==> src/rtl/freq_gen_pkg.sv <==
// Shared constants for the multi-channel programmable clock divider.
package freq_gen_pkg;

   localparam int unsigned DEF_CNT_W = 32;

   localparam logic MODE_SQUARE = 1'b0;
   localparam logic MODE_PULSE  = 1'b1;

endpackage

==> src/rtl/freq_gen_ch.sv <==
// One divider channel: counter, active/pending divisor+mode, registered fout/tick.
// Retunes take effect only at terminal count so the output never shows a runt period.
module freq_gen_ch
   import freq_gen_pkg::*;
#(
   parameter int unsigned CNT_W        = DEF_CNT_W,
   parameter int unsigned DEFAULT_DIV  = 25000000,
   parameter logic        DEFAULT_MODE = MODE_SQUARE
) (
   input  logic             clk,
   input  logic             rst,
   input  logic             wr_sel,
   input  logic [CNT_W-1:0] wr_div,
   input  logic             wr_mode,
   input  logic             en,
   input  logic             sync,
   output logic             fout,
   output logic             tick
);

   localparam logic [CNT_W-1:0] RST_DIV = CNT_W'(DEFAULT_DIV);
   localparam logic [CNT_W-1:0] ONE     = CNT_W'(1);

   logic [CNT_W-1:0] act_div, pend_div, cnt;
   logic             act_mode, pend_mode;

   logic [CNT_W-1:0] act_div_n, pend_div_n, cnt_n;
   logic             act_mode_n, pend_mode_n, fout_n, tick_n;

   logic             running, tc;
   logic [CNT_W-1:0] xfer_div;
   logic             xfer_mode;

   assign running   = en && (act_div != '0);
   assign tc        = running && (cnt == act_div - ONE);
   // A write landing on the terminal-count cycle goes straight to active.
   assign xfer_div  = wr_sel ? wr_div  : pend_div;
   assign xfer_mode = wr_sel ? wr_mode : pend_mode;

   always_comb begin
      act_div_n   = act_div;
      act_mode_n  = act_mode;
      pend_div_n  = pend_div;
      pend_mode_n = pend_mode;
      cnt_n       = cnt;
      fout_n      = fout;
      tick_n      = 1'b0;

      if (wr_sel) begin
         pend_div_n  = wr_div;
         pend_mode_n = wr_mode;
      end

      if (sync) begin
         cnt_n  = '0;
         fout_n = 1'b0;
      end else if (!running) begin
         // Stopped or disabled: pending flows to active every cycle.
         act_div_n  = pend_div;
         act_mode_n = pend_mode;
         if (act_div == '0) begin
            cnt_n  = '0;
            fout_n = 1'b0;
         end
      end else if (tc) begin
         cnt_n      = '0;
         tick_n     = 1'b1;
         act_div_n  = xfer_div;
         act_mode_n = xfer_mode;
         if (xfer_mode != act_mode) begin
            fout_n = 1'b0;
         end else if (xfer_mode == MODE_PULSE) begin
            fout_n = 1'b1;
         end else begin
            fout_n = ~fout;
         end
      end else if (cnt > act_div - ONE) begin
         cnt_n = '0;
      end else begin
         cnt_n = cnt + ONE;
         if (act_mode == MODE_PULSE) begin
            fout_n = 1'b0;
         end
      end
   end

   always_ff @(posedge clk) begin
      if (rst) begin
         act_div   <= RST_DIV;
         act_mode  <= DEFAULT_MODE;
         pend_div  <= RST_DIV;
         pend_mode <= DEFAULT_MODE;
         cnt       <= '0;
         fout      <= 1'b0;
         tick      <= 1'b0;
      end else begin
         act_div   <= act_div_n;
         act_mode  <= act_mode_n;
         pend_div  <= pend_div_n;
         pend_mode <= pend_mode_n;
         cnt       <= cnt_n;
         fout      <= fout_n;
         tick      <= tick_n;
      end
   end

endmodule

==> src/rtl/freq_gen.sv <==
// Multi-channel programmable frequency generator: write decode and channel fan-out.
module freq_gen
   import freq_gen_pkg::*;
#(
   parameter int unsigned  NUM_CH       = 4,
   parameter int unsigned  CNT_W        = DEF_CNT_W,
   parameter int unsigned  DEFAULT_DIV  = 25000000,
   parameter logic         DEFAULT_MODE = MODE_SQUARE,
   localparam int unsigned CH_W         = (NUM_CH > 1) ? $clog2(NUM_CH) : 1
) (
   input  logic              clk,
   input  logic              rst,
   input  logic              wr_en,
   input  logic [CH_W-1:0]   wr_ch,
   input  logic [CNT_W-1:0]  wr_div,
   input  logic              wr_mode,
   input  logic [NUM_CH-1:0] ch_en,
   input  logic              sync,
   output logic [NUM_CH-1:0] fout,
   output logic [NUM_CH-1:0] tick
);

   // Addresses at or beyond NUM_CH match no channel and are dropped.
   for (genvar i = 0; i < NUM_CH; i++) begin : g_ch
      logic wr_sel;

      assign wr_sel = wr_en && (wr_ch == CH_W'(i));

      freq_gen_ch #(
         .CNT_W        (CNT_W),
         .DEFAULT_DIV  (DEFAULT_DIV),
         .DEFAULT_MODE (DEFAULT_MODE)
      ) u_ch (
         .clk     (clk),
         .rst     (rst),
         .wr_sel  (wr_sel),
         .wr_div  (wr_div),
         .wr_mode (wr_mode),
         .en      (ch_en[i]),
         .sync    (sync),
         .fout    (fout[i]),
         .tick    (tick[i])
      );
   end

endmodule

==> config.mk <==
export PLATFORM = sky130hd
export DESIGN_NAME = freq_gen
export DESIGN_NICKNAME = d
export VERILOG_FILES = /design/src/rtl/freq_gen_pkg.sv /design/src/rtl/freq_gen_ch.sv /design/src/rtl/freq_gen.sv
export SDC_FILE = /design/constraint.sdc
export NUM_CORES = 1
export LEC_CHECK = 0
export ABC_AREA = 1
export ABC_CLOCK_PERIOD_IN_PS = 4100
export CAP_MARGIN = 20
export CELL_PAD_IN_SITES_DETAIL_PLACEMENT = 0
export CELL_PAD_IN_SITES_GLOBAL_PLACEMENT = 2
export CORE_UTILIZATION = 36
export DETAILED_ROUTE_END_ITERATION = 12
export PLACE_DENSITY = 0.84
export SLEW_MARGIN = 20
export SYNTH_ARGS = -nofsm -noshare
export SYNTH_HDL_FRONTEND = slang
export SYNTH_SLANG_ARGS = --single-unit
==> constraint.sdc <==
create_clock -name clk -period 4.1 [get_ports clk]
set_input_delay 0.82 -clock clk [delete_from_list [all_inputs] [get_ports clk]]
set_output_delay 0.82 -clock clk [all_outputs]
set_load 0.1 [all_outputs]
======== Yosys cells after proc, flatten, opt, wreduce, memory -nomap -nowiden ========
Index checks and enable logic that the tools add are counted.
operators by class
  add/sub/neg operators ................... 8
  multipliers ............................. 0
  divide/modulo/power cells ............... 0
  $lt $le $gt $ge ......................... 4
  equality and inequality tests ........... 23
  shift-type cells ........................ 0
  multiplexer cells ....................... 72
  bitwise logic cells ..................... 9
  reduce and logical (&&, ||, !) cells .... 38
operators by type and width
  cell                   number
  $mux 32                28
  $add 32x1->32 const B  4
  $eq 32x32->1           4
  $gt 32x32->1           4
  $logic_not 32->1       4
  $reduce_bool 32->1     4
  $sub 32x1->32 const B  4
  $mux 1                 44
  $logic_and 1x1->1      12
  $ne 3x2->1 const B     4
  $ne 3x3->1 const B     4
  $reduce_and 3->1       4
  $reduce_or 3->1        4
  $not 1->1              9
  $ne 2x2->1 const B     4
  $reduce_and 2->1       4
  $reduce_bool 2->1      4
  $eq 2x2->1 const B     2
  $ne 1x1->1             4
  $eq 2x1->1 const B     1
  $logic_not 2->1        1
  $reduce_or 2->1        1
storage, ports and cells
  flip-flop bits (word level) ............. 400
  latch bits .............................. 0
  bits in writable memories ............... 0
  bits in read-only memories .............. 0
  input port bits ......................... 43
  word-level logic and storage cells ...... 182
  memories ................................ 0

======== Longest topological paths before layout ========
Gate-level depths: netlist (run 1).
  word-level depth ........................ 7
  mapped depth ............................ 25

======== Modules after synthesis ========
From an unflattened synthesis (run 1), not the netlist that was laid out.
unflattened totals
  cells, all modules ...................... 3312
  area, all modules ....................... 24085.6 sq um
modules (own cells, without submodules)
  module                          instances  cells each  area an instance (sq um)  sequential area each (sq um)
  freq_gen_ch (g_ch[1].u_ch ...)  2          812         5972.0                    2001.9
  freq_gen_ch (g_ch[0].u_ch)      1          824         6092.1                    2001.9
  freq_gen_ch (g_ch[3].u_ch)      1          856         6019.5                    2001.9
  freq_gen                        1          8           30.0                      0.0

======== Worst setup path after synthesis (run 1) ========
No wires, ideal clock.
  path kind ............................... register to register
  start ................................... reg g_ch[1].u_ch.act_div[0]
  end ..................................... reg g_ch[1].u_ch.act_div[27]
  arrival ................................. 3.197 ns
  data required time ...................... 3.984 ns
  setup slack ............................. 0.787 ns
  cell stages (with the launch flop) ...... 21
  period minus slack after synthesis ...... 3.313 ns
  cells stage by stage .................... dfxtp_1 > inv_1 > ha_1 > nand2_1 > nor3_4 > inv_1 > nor2_2 > nand2_1 > nor4_2 > nand2_1 > xor2_1 > ha_1 > nand2_1 > nor3_1 > nand3_1 > or2_1 > nand2_2 > nand2_2 > clkbuf_1 > o21ai_0 > nor2_1
on the way
  cells in the longest elaborated chain, start to end .. 5
ends and longest elaborated chain
  element                                                     RTL line                              source
  start, declared                                             freq_gen_ch.sv:24                     logic [CNT_W-1:0] act_div, pend_div, cnt;
  start signal, assigned                                      freq_gen_ch.sv:97                     act_div <= act_div_n;
  $sub 32x1->32 / $reduce_bool 32->1 (equally long branches)  freq_gen_ch.sv:35, freq_gen_ch.sv:34
  $eq 32x32->1 / $logic_and 1x1->1 (equally long branches)    freq_gen_ch.sv:35, freq_gen_ch.sv:34
  $logic_and 1x1->1                                           freq_gen_ch.sv:35                     assign tc = running && (cnt == act_div - ONE);
  $ne 2x2->1 (no line)                                        n/a
  $reduce_and 2->1 (no line)                                  n/a
Several ways; a longest one is shown, not always the timed one.
A chain may end at the register's enable or synchronous reset.

======== Final worst setup path (run 1) ========
  start ................................... reg g_ch[1].u_ch.act_div[0]
  end ..................................... reg g_ch[1].u_ch.act_div[8]
Same word-level chain as after synthesis.

==> impl_metrics.tcl, run 1 <==
set metrics [dict create \
    status "finished, final reports clean" \
    clk_latency_ns 0.60 \
    synth_xor_area_share_pct 5.91 \
    vias 22000 \
    cap_violations 0 \
    crit_path_cell_trace "inv_1 > ha_1 > nand2_1 > nor3_4 > inv_1 > nor2_2 > nand2_1 > nor2_1 > xor2_1 > inv_1 > ha_1 > nand4_1 > nor3_4 > nand3_1 > or2_1 > nand2_2 > nand2_2 > buf_6 > o21ai_0 > nor2_1" \
    ys.flop_type "dfxtp_1" \
    first_iter_violations 1203 \
    r2r_slack_ns 0.42 \
    report.final.slew_viol_count 0 \
    synthArstFlopShare_pct 0 \
    viasPerCell 4.92 \
    cp.required_ns 4.58 \
    p_int_mw 7.29 \
    hp-class "reg -> reg" \
    dieArea_um2 69000 \
    hp-start "g_ch[0].u_ch.pend_div[12]" \
    io_buffer_count 50 \
    cts_buffer_depth 3 \
    grt_pass1_vias 20600 \
    wl_um 72900 \
    fin_nets 3745 \
    gr-total-overflow 0 \
    cts_tree "done" \
    post_drt_wl_per_cell_um 16.3 \
    fin_skew_ns 0.0158 \
    ys_warn_count 0 \
    rows 95 \
    vdd_drop_max_mv 0.256 \
    die_y_um 263 \
    num_io_pins 51 \
    drive_gt1_share_pct 7.47 \
    p_sw_mw 2.73 \
    synth_edf_count 0 \
    path_buf_inv 4 \
    critPathMaxStageDelay_ns 0.32 \
    crit_fanout 33 \
    p_per_area_nw_per_um2 363 \
    grt_pass1_wl_um 116000 \
    fill_cells 7109 \
    synth_compound_area_share_pct 10.6 \
    syn_avg_cell_area_um2 6.89 \
    min_path_cells 2 \
    track_usage_pct 21.0 \
    yosys.area_share.simple_pct 32.6 \
    cts.clk_slew.worst_paths_ns 0.06 \
    syn2layout_area_growth_pct 12.7 \
    setup_viol_count_final 0 \
    p_sw_share_pct 27.2 \
    finalHoldViolCount 0 \
    min_period_ns 3.68 \
    critPathKind "reg -> reg" \
    post-place-ws_ns 0.219 \
    worstSetupStartpointType "flip-flop" \
    antenna_found_initial 0 \
    start_util_pct 36.4 \
    rr_endpoint "g_ch[1].u_ch.act_div[8]" \
    p_leak_nw 12.0 \
    r2r-start "g_ch[1].u_ch.act_div[0]" \
    cts-htree-levels 2 \
    worst_pin_slew_ns 0.980 \
    slew_headroom_pct 34.4 \
    reg2regPathDepth 20 \
    holdPathEnd "g_ch[0].u_ch.pend_div[12]" \
    ys_types 53 \
    pwr-share-clk_pct 47.9 \
    fmax_mhz 271 \
    drtAntennaViolNets 0 \
    setup_slack_ns 0.416 \
    dp_hpwl_um 53200 \
    synthCells 3551 \
    syn-cell-area_um2 24500 \
    power_frac_seq_pct 41.3 \
    cts_root_buf "clkbuf_16" \
    clock_sinks 400 \
    grt_start_max_net_pins 78 \
    core_um2 67200 \
    slowest_stage "dfxtp_1" \
    synthMuxAreaShare_pct 3.31 \
    worst_ep_arrival_time_ns 4.17 \
    dr.pass1.iters 5 \
    syn_nets 3734 \
    cpMostUsedCell "inv_1" \
    worst_setup_path_end_kind "flip-flop" \
    yosys.area_share.adder_pct 7.16 \
    cpLargestDelayFamily "simple AND/OR/NAND/NOR gates" \
    ys_ff_latch 400 \
    die_w_um 263 \
    final.period_utilization_pct 89.9 \
    yosysSeqAreaShare_pct 32.7 \
    numCtsBuffers 49 \
    place_congestion 0.838 \
    combPwrFrac_pct 10.9 \
    synth_top_family_by_area "simple AND/OR/NAND/NOR gates" \
    drcViolationCount 0 \
    diodes 0 \
    holdWs_ns 0.466 \
]
-- worst register-to-register path, stage by stage (launching register included) --
cell     delay (ns)
dfxtp_1        0.32
inv_1          0.14
ha_1           0.21
nand2_1        0.13
nor3_4         0.22
inv_1          0.11
nor2_2         0.16
nand2_1        0.15
nor2_1         0.14
xor2_1         0.16
inv_1          0.06
ha_1           0.27
nand4_1        0.15
nor3_4         0.25
nand3_1        0.12
or2_1          0.27
nand2_2        0.11
nand2_2        0.10
buf_6          0.23
o21ai_0        0.21
nor2_1         0.05
-- synthesized netlist by cell type (all sizes together), types with 3 or more instances --
| library cell | count | area, um^2 |
|---|---|---|
| xor2 | 125 | 1090 |
| nand3 | 178 | 901 |
| a21o | 9 | 67.6 |
| o21ai | 256 | 1280 |
| xnor2 | 40 | 350 |
| nand3b | 14 | 105 |
| nor3b | 3 | 22.5 |
| nor2 | 591 | 2350 |
| o21a | 9 | 67.6 |
| clkinv | 3 | 17.5 |
| dfxtp | 400 | 8010 |
| or2 | 42 | 265 |
| nor3 | 91 | 507 |
| a21oi | 183 | 916 |
| clkbuf | 57 | 215 |
| and3 | 6 | 37.5 |
| nand2 | 809 | 3130 |
| o211ai | 25 | 188 |
| nor4 | 25 | 188 |
| nand4 | 69 | 469 |
| ha | 140 | 1750 |
| mux2i | 81 | 811 |
| inv | 313 | 1170 |
| buf | 71 | 469 |
-- logic make-up (layout without fill, tap and decap cells) --
kind of cell             Yosys count  in the layout
multiplexers                      81             81
AO/OA/AOI/OAI                    491            491
XOR/XNOR                         165            165
buffers and inverters            444            496
flip-flops                       400            400
AND/OR/NAND/NOR                 1830           1830
adder cells (fa/ha/maj)          140            140
-- through the flow --
step	setup TNS (ns)	instances	util, %	cell area (um^2)	total power [mW]
CTS	0	4468	40.9	27500	10.2
floorplan	0	3551	-	24500	4.95
detailed placement	0	4376	38.2	25700	5.31
finish	0	4476	41.1	27600	10.0
global route	-0.0145	4476	41.1	27600	10.5
global placement	0	4376	38.2	25700	5.31
-- flip-flops by register name, indices dropped and copies added, names as in the netlist --
name	flops
g_ch.u_ch.act_mode	4
g_ch.u_ch.tick	4
g_ch.u_ch.act_div	128
g_ch.u_ch.fout	4
g_ch.u_ch.cnt	128
g_ch.u_ch.pend_div	128
g_ch.u_ch.pend_mode	4
-- area by class of cell --
cell class / instances / area (um^2) / area share, %
Clock buffer: 61 / 1380 / 5.02
Clock inverter: 31 / 388 / 1.41
Inverter: 316 / 1200 / 4.35
Multi-Input combinational cell: 2707 / 14700 / 53.2
Sequential cell: 400 / 8010 / 29.0
Tap cell: 873 / 1090 / 3.96
Timing Repair Buffer: 88 / 841 / 3.05
-- power by group through the flow --
stage	registers (mW)	logic (mW)	clock network [mW]
floorplan	4.18	0.771	0
global placement	4.22	1.09	0
detailed placement	4.22	1.09	0
CTS	4.13	1.09	4.93
global route	4.15	1.24	5.08
finish	4.13	1.09	4.79
-- layout by cell type (no fill, tap or decap), types with 7 or more instances in the layout --
| cell | n |
|---|---|
| clkdlybuf4s50_1 | 49 |
| clkbuf_8 | 7 |
| clkbuf_16 | 51 |
| nand2_2 | 16 |
| dfxtp_1 | 400 |
| mux2i_1 | 81 |
| o21ai_1 | 35 |
| inv_1 | 298 |
| xnor2_1 | 40 |
| nand3b_1 | 14 |
| nand4_1 | 63 |
| nor4_1 | 20 |
| nand2_4 | 8 |
| a21o_1 | 9 |
| nor2_4 | 10 |
| nand2_1 | 785 |
| buf_4 | 33 |
| a21oi_1 | 183 |
| bufinv_16 | 8 |
| or2_2 | 38 |
| nor3_2 | 10 |
| inv_2 | 13 |
| o21a_1 | 9 |
| xor2_1 | 125 |
| nor3_1 | 79 |
| o211ai_1 | 25 |
| nor2_1 | 562 |
| nand3_1 | 172 |
| clkinv_2 | 16 |
| o21ai_0 | 221 |
| nor2_2 | 17 |
| ha_1 | 140 |
-- per-layer routing --
| layer | global-route usage, % | vias to the layer above | wire [um] |
|---|---|---|---|
| li1 | - | 11600 | - |
| met1 | 29.8 | 10000 | 36700 |
| met2 | 33.3 | 292 | 31900 |
| met3 | 2.50 | 92 | 2510 |
| met4 | 5.58 | 0 | 1730 |
| met5 | 0 | - | 0 |
-- how the worst max path moves through the flow --
stage | depth (start not counted) | from | end
5_1_grt | 20 | g_ch[1].u_ch.act_div[0] | g_ch[1].u_ch.act_div[0]
4_1_cts | 21 | g_ch[1].u_ch.act_div[0] | g_ch[1].u_ch.act_div[3]
3_3_place_gp | 21 | g_ch[1].u_ch.act_div[0] | g_ch[1].u_ch.act_div[15]
3_5_place_dp | 21 | g_ch[1].u_ch.act_div[0] | g_ch[1].u_ch.act_div[3]
2_1_floorplan | 20 | g_ch[1].u_ch.act_div[0] | g_ch[1].u_ch.act_div[27]
6_report | 20 | g_ch[1].u_ch.act_div[0] | g_ch[1].u_ch.act_div[8]
-- repair_timing --
action | 4_1_cts | 5_1_grt
endpoints found under the setup margin | 0 | 114
hold buffers | 0 | 0
resized for setup | 0 | 21
setup buffers | 0 | 8
No activity file was read; power rests on OpenSTA's default activity.
==> inputs of run 2 (changes only) <==
Settings changed: SLEW_MARGIN 20 to not set.
==> results of run 2 <==
No change in the layout: final DEF, timing and power equal those of run 1.
